**src/rtl/deserializer.sv**
```systemverilog
// deserializer: collects serial bits into a DATA_W-bit word and hands it off
// with a ready/ack handshake. Define DESER_PARITY_EN to add a trailing
// even-parity bit per word; a word with bad parity is dropped and flagged on
// parity_err.
module deserializer #(
   parameter int DATA_W = 8
) (
   input  logic              clk,
   input  logic              rst,
   input  logic              data_in,
   input  logic              write_in,
   input  logic              ack_in,
   output logic [DATA_W-1:0] data_out,
   output logic              data_ready,
   output logic              status_out,
   output logic              parity_err
);
   localparam int CW = $clog2(DATA_W + 1);
   localparam logic [CW-1:0] LAST = CW'(DATA_W - 1);
`ifdef DESER_PARITY_EN
   typedef enum logic [1:0] {RECV, PAR, READY} state_t;
`else
   typedef enum logic {RECV, READY} state_t;
`endif
   state_t            state, state_n;
   logic [CW-1:0]     cnt, cnt_n;
   logic [DATA_W-1:0] sh, sh_n, dout_n;
   logic              rdy_n, perr_n;
   assign status_out = (state != READY);
   // register all state; reset overrides everything
   always_ff @(posedge clk) begin
      if (rst) begin
         state      <= RECV;
         cnt        <= '0;
         sh         <= '0;
         data_out   <= '0;
         data_ready <= 1'b0;
         parity_err <= 1'b0;
      end else begin
         state      <= state_n;
         cnt        <= cnt_n;
         sh         <= sh_n;
         data_out   <= dout_n;
         data_ready <= rdy_n;
         parity_err <= perr_n;
      end
   end
   // next-state: shift bits in RECV, check parity in PAR, hold word until ack in READY
   always_comb begin
      state_n = state;
      cnt_n   = cnt;
      sh_n    = sh;
      dout_n  = data_out;
      rdy_n   = data_ready;
      perr_n  = 1'b0;
      case (state)
         RECV: begin
            if (write_in) begin
               sh_n  = {sh[DATA_W-2:0], data_in};
               cnt_n = cnt + 1'b1;
               if (cnt == LAST) begin
                  cnt_n = '0;
`ifdef DESER_PARITY_EN
                  state_n = PAR;
`else
                  state_n = READY;
                  dout_n  = sh_n;
                  rdy_n   = 1'b1;
`endif
               end
            end
         end
`ifdef DESER_PARITY_EN
         PAR: begin
            if (write_in) begin
               if (^sh ^ data_in) begin
                  perr_n  = 1'b1;
                  state_n = RECV;
               end else begin
                  state_n = READY;
                  dout_n  = sh;
                  rdy_n   = 1'b1;
               end
            end
         end
`endif
         READY: begin
            if (ack_in) begin
               state_n = RECV;
               rdy_n   = 1'b0;
            end
         end
         default: state_n = RECV;
      endcase
   end
`ifndef DESER_PARITY_EN
   logic unused_par;
   assign unused_par = ^sh_n;
`endif
endmodule

```
**config.mk**
```make
export PLATFORM = sky130hd
export DESIGN_NAME = deserializer
export DESIGN_NICKNAME = d
export VERILOG_FILES = /design/src/rtl/deserializer.sv
export SDC_FILE = /design/constraint.sdc
export NUM_CORES = 1
export LEC_CHECK = 0
export ABC_AREA = 0
export CAP_MARGIN = 0
export CORE_UTILIZATION = 45
export CTS_CLUSTER_DIAMETER = 150
export DETAILED_ROUTE_END_ITERATION = 6
export PLACE_DENSITY_LB_ADDON = 0.08
export SLEW_MARGIN = 20
export SYNTH_ARGS = -nofsm -noshare
export SYNTH_HDL_FRONTEND = slang
export SYNTH_SLANG_ARGS = --single-unit
```
**constraint.sdc**
```tcl
create_clock -name clk -period 3.9 [get_ports clk]
set_clock_uncertainty 0.1 [all_clocks]
set_input_delay 0.39 -clock clk [delete_from_list [all_inputs] [get_ports clk]]
set_output_delay 0.39 -clock clk [all_outputs]
set_load 0.05 [all_outputs]
```
==> out/results.txt, run 1 <==
R2R cell count -> 5
Final worst path period need -> 2.02 ns
Rows -> 15
Final nets -> 117
Drt total wl -> 1430 µm
IO buf count -> 14
Fin crit share -> 51.9%
Power Dens Cells -> 331 nW/µm²
CP max stage delay -> 0.79 ns
Via count -> 661
Critical Path AT -> 1.53 ns
Syn_nets -> 104
Crit path depth -> 2
DRT iter0 DRCs -> 13
H-tree depth -> 1
Layout Area Growth over Synthesis -> 18.4%
CP Capture Type -> output port
Cell taking the most area after synthesis -> dfxtp_1
Post-DR wirelength/cell -> 10.6 µm
Global-route wire length before repair -> 2350 µm
Proportion of layout cells with a drive suffix above 1 -> 8.18%
Post-synth cell types -> 25
Post-synthesis cell area -> 892 µm²
Core region area -> 1780 µm²
Power Total -> 0.000349 W
DRT Pass-1 Iters -> 5
Final worst slack -> 1.88 ns
Drt drc -> 0
Pin count of the biggest net entering global routing -> 30
Post-synth top area share -> 47.1%
IO Count -> 16
Critical path peak fanout -> 6
Resized Gates After CTS -> 0
# setup viols final -> 0
Slew @ Worst Pin -> 0.878 ns
CTS buffer count -> 3
Family with the most delay on the worst path -> buffers and inverters
Starting Density -> 50.0%
Max_cap viols -> 0
Post-CTS Setup Inserts -> 0
Vias per inst -> 4.90
Num Clock Sinks -> 21
CTS clock-pin slew for the worst setup and hold paths -> 0.12 ns
All-Layer GR Usage -> 15.8%
Startpoint Class -> flip-flop
Die area -> 2160 µm²
Average size of a mapped cell -> 9.10 µm²
Unrepaired setup endpoints after global routing -> no
Pins Over Slew Limit -> 0
DP Worst Slack -> 1.58 ns
Peak Freq -> 494 MHz
Rel. slew slack -> 41.3%
Clk_lat worst skew -> 0.31 ns
Grt ovf -> 0
Hold Buf Count CTS -> 0
Clock Path Buffers -> 2
Worst hold path stage count -> 2
DP HPWL -> 948 µm
ANT cells -> 0
Die Wd -> 46.5 µm
Peak VDD IR -> 240 µV
Number of global-route vias before repair -> 553
Final setup TNS -> 0 ns
Crit-path cells -> inv_1, clkdlybuf4s50_1
Commonest non-fill, non-tap cell in the layout -> dfxtp_1
Cells after Synth -> 98
Antenna violations before repair -> 0
Final Hold Viols -> 0
Status -> finished clean
Most frequent cells in the layout -> dfxtp_1 (21), nand2_1 (19), nand2b_1 (16)
Leakage -> 0.340 nW
RePlAce Congestion -> 0.728
Ys Warns -> 0
Slowest CP cell -> clkdlybuf4s50_1
Critical path type -> reg2out
Clk root buf -> clkbuf_4
Worst path required time -> 3.41 ns
Most used DFF post-synth -> dfxtp_1
Most area-consuming cells after synthesis -> dfxtp_1 (47%), nand2b_1 (11%), mux2i_1 (9.0%), nand2_1 (8.0%), a21oi_1 (5.0%)
TritonCTS clock tree -> yes
Die Ht -> 46.5 µm
Post-synth EDFFs -> 0
Min-delay worst type -> reg2reg
Buf/Inv on CP -> 2
Seq cells post-synth -> 21
Antenna viol nets, final -> 0
Sequential area share after synthesis -> 47.1%
Synth async-reset ratio -> 0%
[path summary, 6_finish.rpt]
path | slack [ns] | to | startpoint
setup / recovery | 1.88 | status_out | state
hold / removal | 0.38 | sh[6] | sh[6]
setup reg to reg | 2.05 | data_out[7] | cnt[0]
hold reg to reg | 0.38 | sh[6] | sh[6]
[flip-flops by register name, indices dropped and copies added, names as in the netlist]
register and flops:
state 1, cnt 4, data_out 8, data_ready 1, sh 7
[synth_stat cells (2+ instances only)]
cell	number
mux2i_1	8
dfxtp_1	21
clkbuf_1	3
nand2_1	19
nor3_1	2
a21oi_2	2
nand2b_1	16
a21oi_1	9
buf_4	2
[logic make-up (layout without fill, tap and decap cells)]
logic type,after synthesis,in the layout,share of synthesized area [%]
AO/OA/AOI/OAI,12,12,7.57
XOR/XNOR,2,2,1.96
adder cells (fa/ha/maj),1,1,1.40
buffers and inverters,8,20,5.19
flip-flops,21,21,47.1
multiplexers,8,8,8.98
other,1,1,0.420
AND/OR/NAND/NOR,45,45,27.3
[layout make-up]
| cell class | instances | area (µm²) |
|---|---|---|
| Fill cell | 169 | 727 |
| Sequential cell | 21 | 420 |
| Inverter | 1 | 3.75 |
| Clock buffer | 3 | 22.5 |
| Tap cell | 25 | 31.3 |
| Clock inverter | 1 | 5.00 |
| Timing Repair Buffer | 15 | 148 |
| Multi-Input combinational cell | 69 | 425 |
[power breakdown]
group	leakage, nW	internal (W)	switching [W]
clock	0.0177	0.0000384	0.0000671
combinational	0.152	0.0000104	0.0000130
sequential	0.170	0.000218	0.00000284
[through the flow]
| stage | hold slack [ns] | cell area (µm²) | utilization [%] | instances |
|---|---|---|---|---|
| finish | 0.375 | 1060 | 59.2 | 135 |
| global route | 0.396 | 1060 | 59.2 | 135 |
| CTS | 0.376 | 1060 | 59.2 | 135 |
| detailed placement | 0.359 | 1030 | 57.7 | 131 |
| global placement | 0.355 | 1030 | 57.7 | 131 |
| floorplan | 0.337 | 892 | - | 98 |
[worst min-delay path: stages, from the launching register on]
cell and delay (ns):
dfxtp_1 0.33, nand2_1 0.05, a21oi_1 0.06
[metal layers]
layer / track usage, % / wire length, µm / part of all wire, % / vias to the layer above
met4: 10.6 / 40 / 2.8 / 0
met1: 19.4 / 671 / 47 / 297
li1: - / - / - / 341
met2: 25.0 / 654 / 46 / 18
met3: 2.35 / 58 / 4.1 / 5
met5: 0 / 0 / 0 / -
Power figures use the tool's default switching activity.
==> run 2, diff against run 1 <==
==> constraint.sdc (replaced) <==
create_clock -name clk -period 1.6 [get_ports clk]
set_clock_uncertainty 0.1 [all_clocks]
set_input_delay 0.16 -clock clk [delete_from_list [all_inputs] [get_ports clk]]
set_output_delay 0.16 -clock clk [all_outputs]
set_load 0.05 [all_outputs]
==> run 2 against run 1 <==
First-iteration DRC count down 46%. Utilization is 0.28 points higher. Clock power grew 140%. Largest cell class unchanged. Wire length decreased by 0.91%. Count of clock-buffer cells in the layout unchanged.
==> out/results.txt, run 2 (synthesis results as in run 1) <==
Final non-filler cell total -> 139 (+3.0%)
Critical Path AT -> 1.51 ns (-0.02 ns)
IO buf count -> 14 (unchanged)
Core region area -> 1780 µm² (unchanged)
Starting Density -> 50.0% (unchanged)
Clk root buf -> clkbuf_4
Fill count -> 175 (+3.6%)
Number of global-route vias before repair -> 523 (-5.4%)
Clock power frac -> 29.6% (-0.6 points)
Pin count of the biggest net entering global routing -> 24 (-20%)
Post-DR wirelength/cell -> 10.2 µm (-3.8%)
Leakage -> 0.377 nW (+11%)
Net Switching -> 0.000200 W (+140%)
Final setup TNS -> 0 ns (unchanged)
Peak Freq -> 725 MHz
Vias per inst -> 4.76 (-2.7%)
Worst path required time -> 1.74 ns (-1.67 ns)
Met3 wire length -> 48 µm (-17%)
Die Ht -> 46.5 µm (unchanged)
Antenna violations before repair -> 0 (unchanged)
Antenna viol nets, final -> 0 (unchanged)
Clock Path Buffers -> 2 (unchanged)
IO Count -> 16 (unchanged)
Final nets -> 121 (+3.4%)
Critical path type -> reg2reg
Top routing layer in use -> met3
Int Power -> 0.000655 W (+150%)
Grt ovf -> 0 (unchanged)
Clk_lat worst skew -> 0.30 ns (about the same)
Die area -> 2160 µm² (unchanged)
All-Layer GR Usage -> 15.3% (-0.49 points)
Routed met2 length -> 599 µm (-8.4%)
Hold Buf Count CTS -> 0 (unchanged)
Final worst slack -> 0.220 ns (-1.66 ns)
Peak VDD IR -> 480 µV (+100%)
Unrepaired setup endpoints after global routing -> no
Global-route wire length before repair -> 2300 µm (-2.0%)
Final worst path period need -> 1.38 ns
Post-Place Cells -> 135 (+3.1%)
Proportion of layout cells with a drive suffix above 1 -> 20.2% (+12 points)
Startpoint Class -> flip-flop
DP Worst Slack -> 0.0329 ns (-1.54 ns)
Fin crit share -> 86.2%
Most frequent cells in the layout -> dfxtp_1 (21), nand2_1 (19), nand2b_1 (16)
Rows -> 15 (unchanged)
Layout Area Growth over Synthesis -> 18.9%
Resized Gates After CTS -> 0 (unchanged)
Sw frac -> 23.4% (-0.34 points)
Largest register by flop count -> data_out
Max_cap viols -> 0 (unchanged)
H-tree depth -> 1 (unchanged)
Drt drc -> 0 (unchanged)
CTS clock-pin slew for the worst setup and hold paths -> 0.11 ns (about the same)
Drt total wl -> 1410 µm (-0.91%)
Final Hold Viols -> 0 (unchanged)
Num Clock Sinks -> 21 (unchanged)
Power Dens Cells -> 806 nW/µm² (+140%)
Reg power frac -> 62.8% (-0.3 points)
Pins Over Slew Limit -> 0 (unchanged)
Min-delay worst type -> in2reg
RePlAce Congestion -> 0.784 (+7.7%)
Power Total -> 0.000855 W (+140%)
Worst hold slack -> 0.348 ns (-0.0274 ns)
DRT Pass-1 Iters -> 4 (-1)
Status -> finished clean
DRT iter0 DRCs -> 7 (-6)
Via count -> 662 (+0.15%)
TritonCTS clock tree -> yes
Critical path peak fanout -> 9 (+3)
CTS buffer count -> 3 (unchanged)
DP HPWL -> 981 µm (+3.5%)
ANT cells -> 0 (unchanged)
Post-CTS Setup Inserts -> 0 (unchanged)
Die Wd -> 46.5 µm (unchanged)
Routed length on met1 -> 763 µm (+14%)
Registers with the most flip-flops -> data_out: 8 flops, sh: 7 flops, cnt: 4 flops
CP Capture Type -> flip-flop
Max reg flops -> 8 (unchanged)
Commonest non-fill, non-tap cell in the layout -> dfxtp_1
Logic pwr share -> 7.6% (+0.9 points)
# setup viols final -> 0 (unchanged)
[run 2: metal layers]
layer,vias to the layer above,global-route usage [%]
li1,347,-
met1,302,24.2
met2,13,18.6
met3,0,3.53
met4,0,7.06
met5,-,0
[run 2: worst max-delay path, stage by stage, from the launching register on]
cell	delay, ns
dfxtp_1	0.39
ha_1	0.20
nand2_1	0.08
nor3_1	0.14
buf_4	0.23
mux2i_1	0.19
[run 2: final cells by class]
cell class | count | area (µm²) | area share [%]
Sequential cell | 21 | 420 | 39.6
Inverter | 1 | 3.75 | 0.354
Tap cell | 25 | 31.3 | 2.95
Multi-Input combinational cell | 69 | 425 | 40.1
Clock buffer | 3 | 22.5 | 2.12
Timing Repair Buffer | 19 | 153 | 14.4
Clock inverter | 1 | 5.00 | 0.472
[run 2: path summary, 6_finish.rpt]
kind	start	endpoint	slack (ns)	cells past startpoint
max	cnt[0]	data_out[0]	0.22	5
min	data_in	sh[0]	0.35	3
max reg2reg	cnt[0]	data_out[0]	0.22	5
min reg2reg	sh[6]	sh[6]	0.38	2
[run 2: metrics by stage]
stage	cell area [µm²]	util, %
3_3_place_gp	1030	58.0
3_5_place_dp	1030	58.0
6_report	1060	59.5
2_1_floorplan	892	-
5_1_grt	1060	59.5
4_1_cts	1060	59.5
[run 2: power by group through the flow]
stage | combinational (W) | sequential, W | clock (W)
floorplan | 0.0000460 | 0.000548 | 0
global placement | 0.0000645 | 0.000549 | 0
detailed placement | 0.0000650 | 0.000549 | 0
CTS | 0.0000650 | 0.000537 | 0.000263
global route | 0.0000710 | 0.000538 | 0.000291
finish | 0.0000647 | 0.000537 | 0.000253
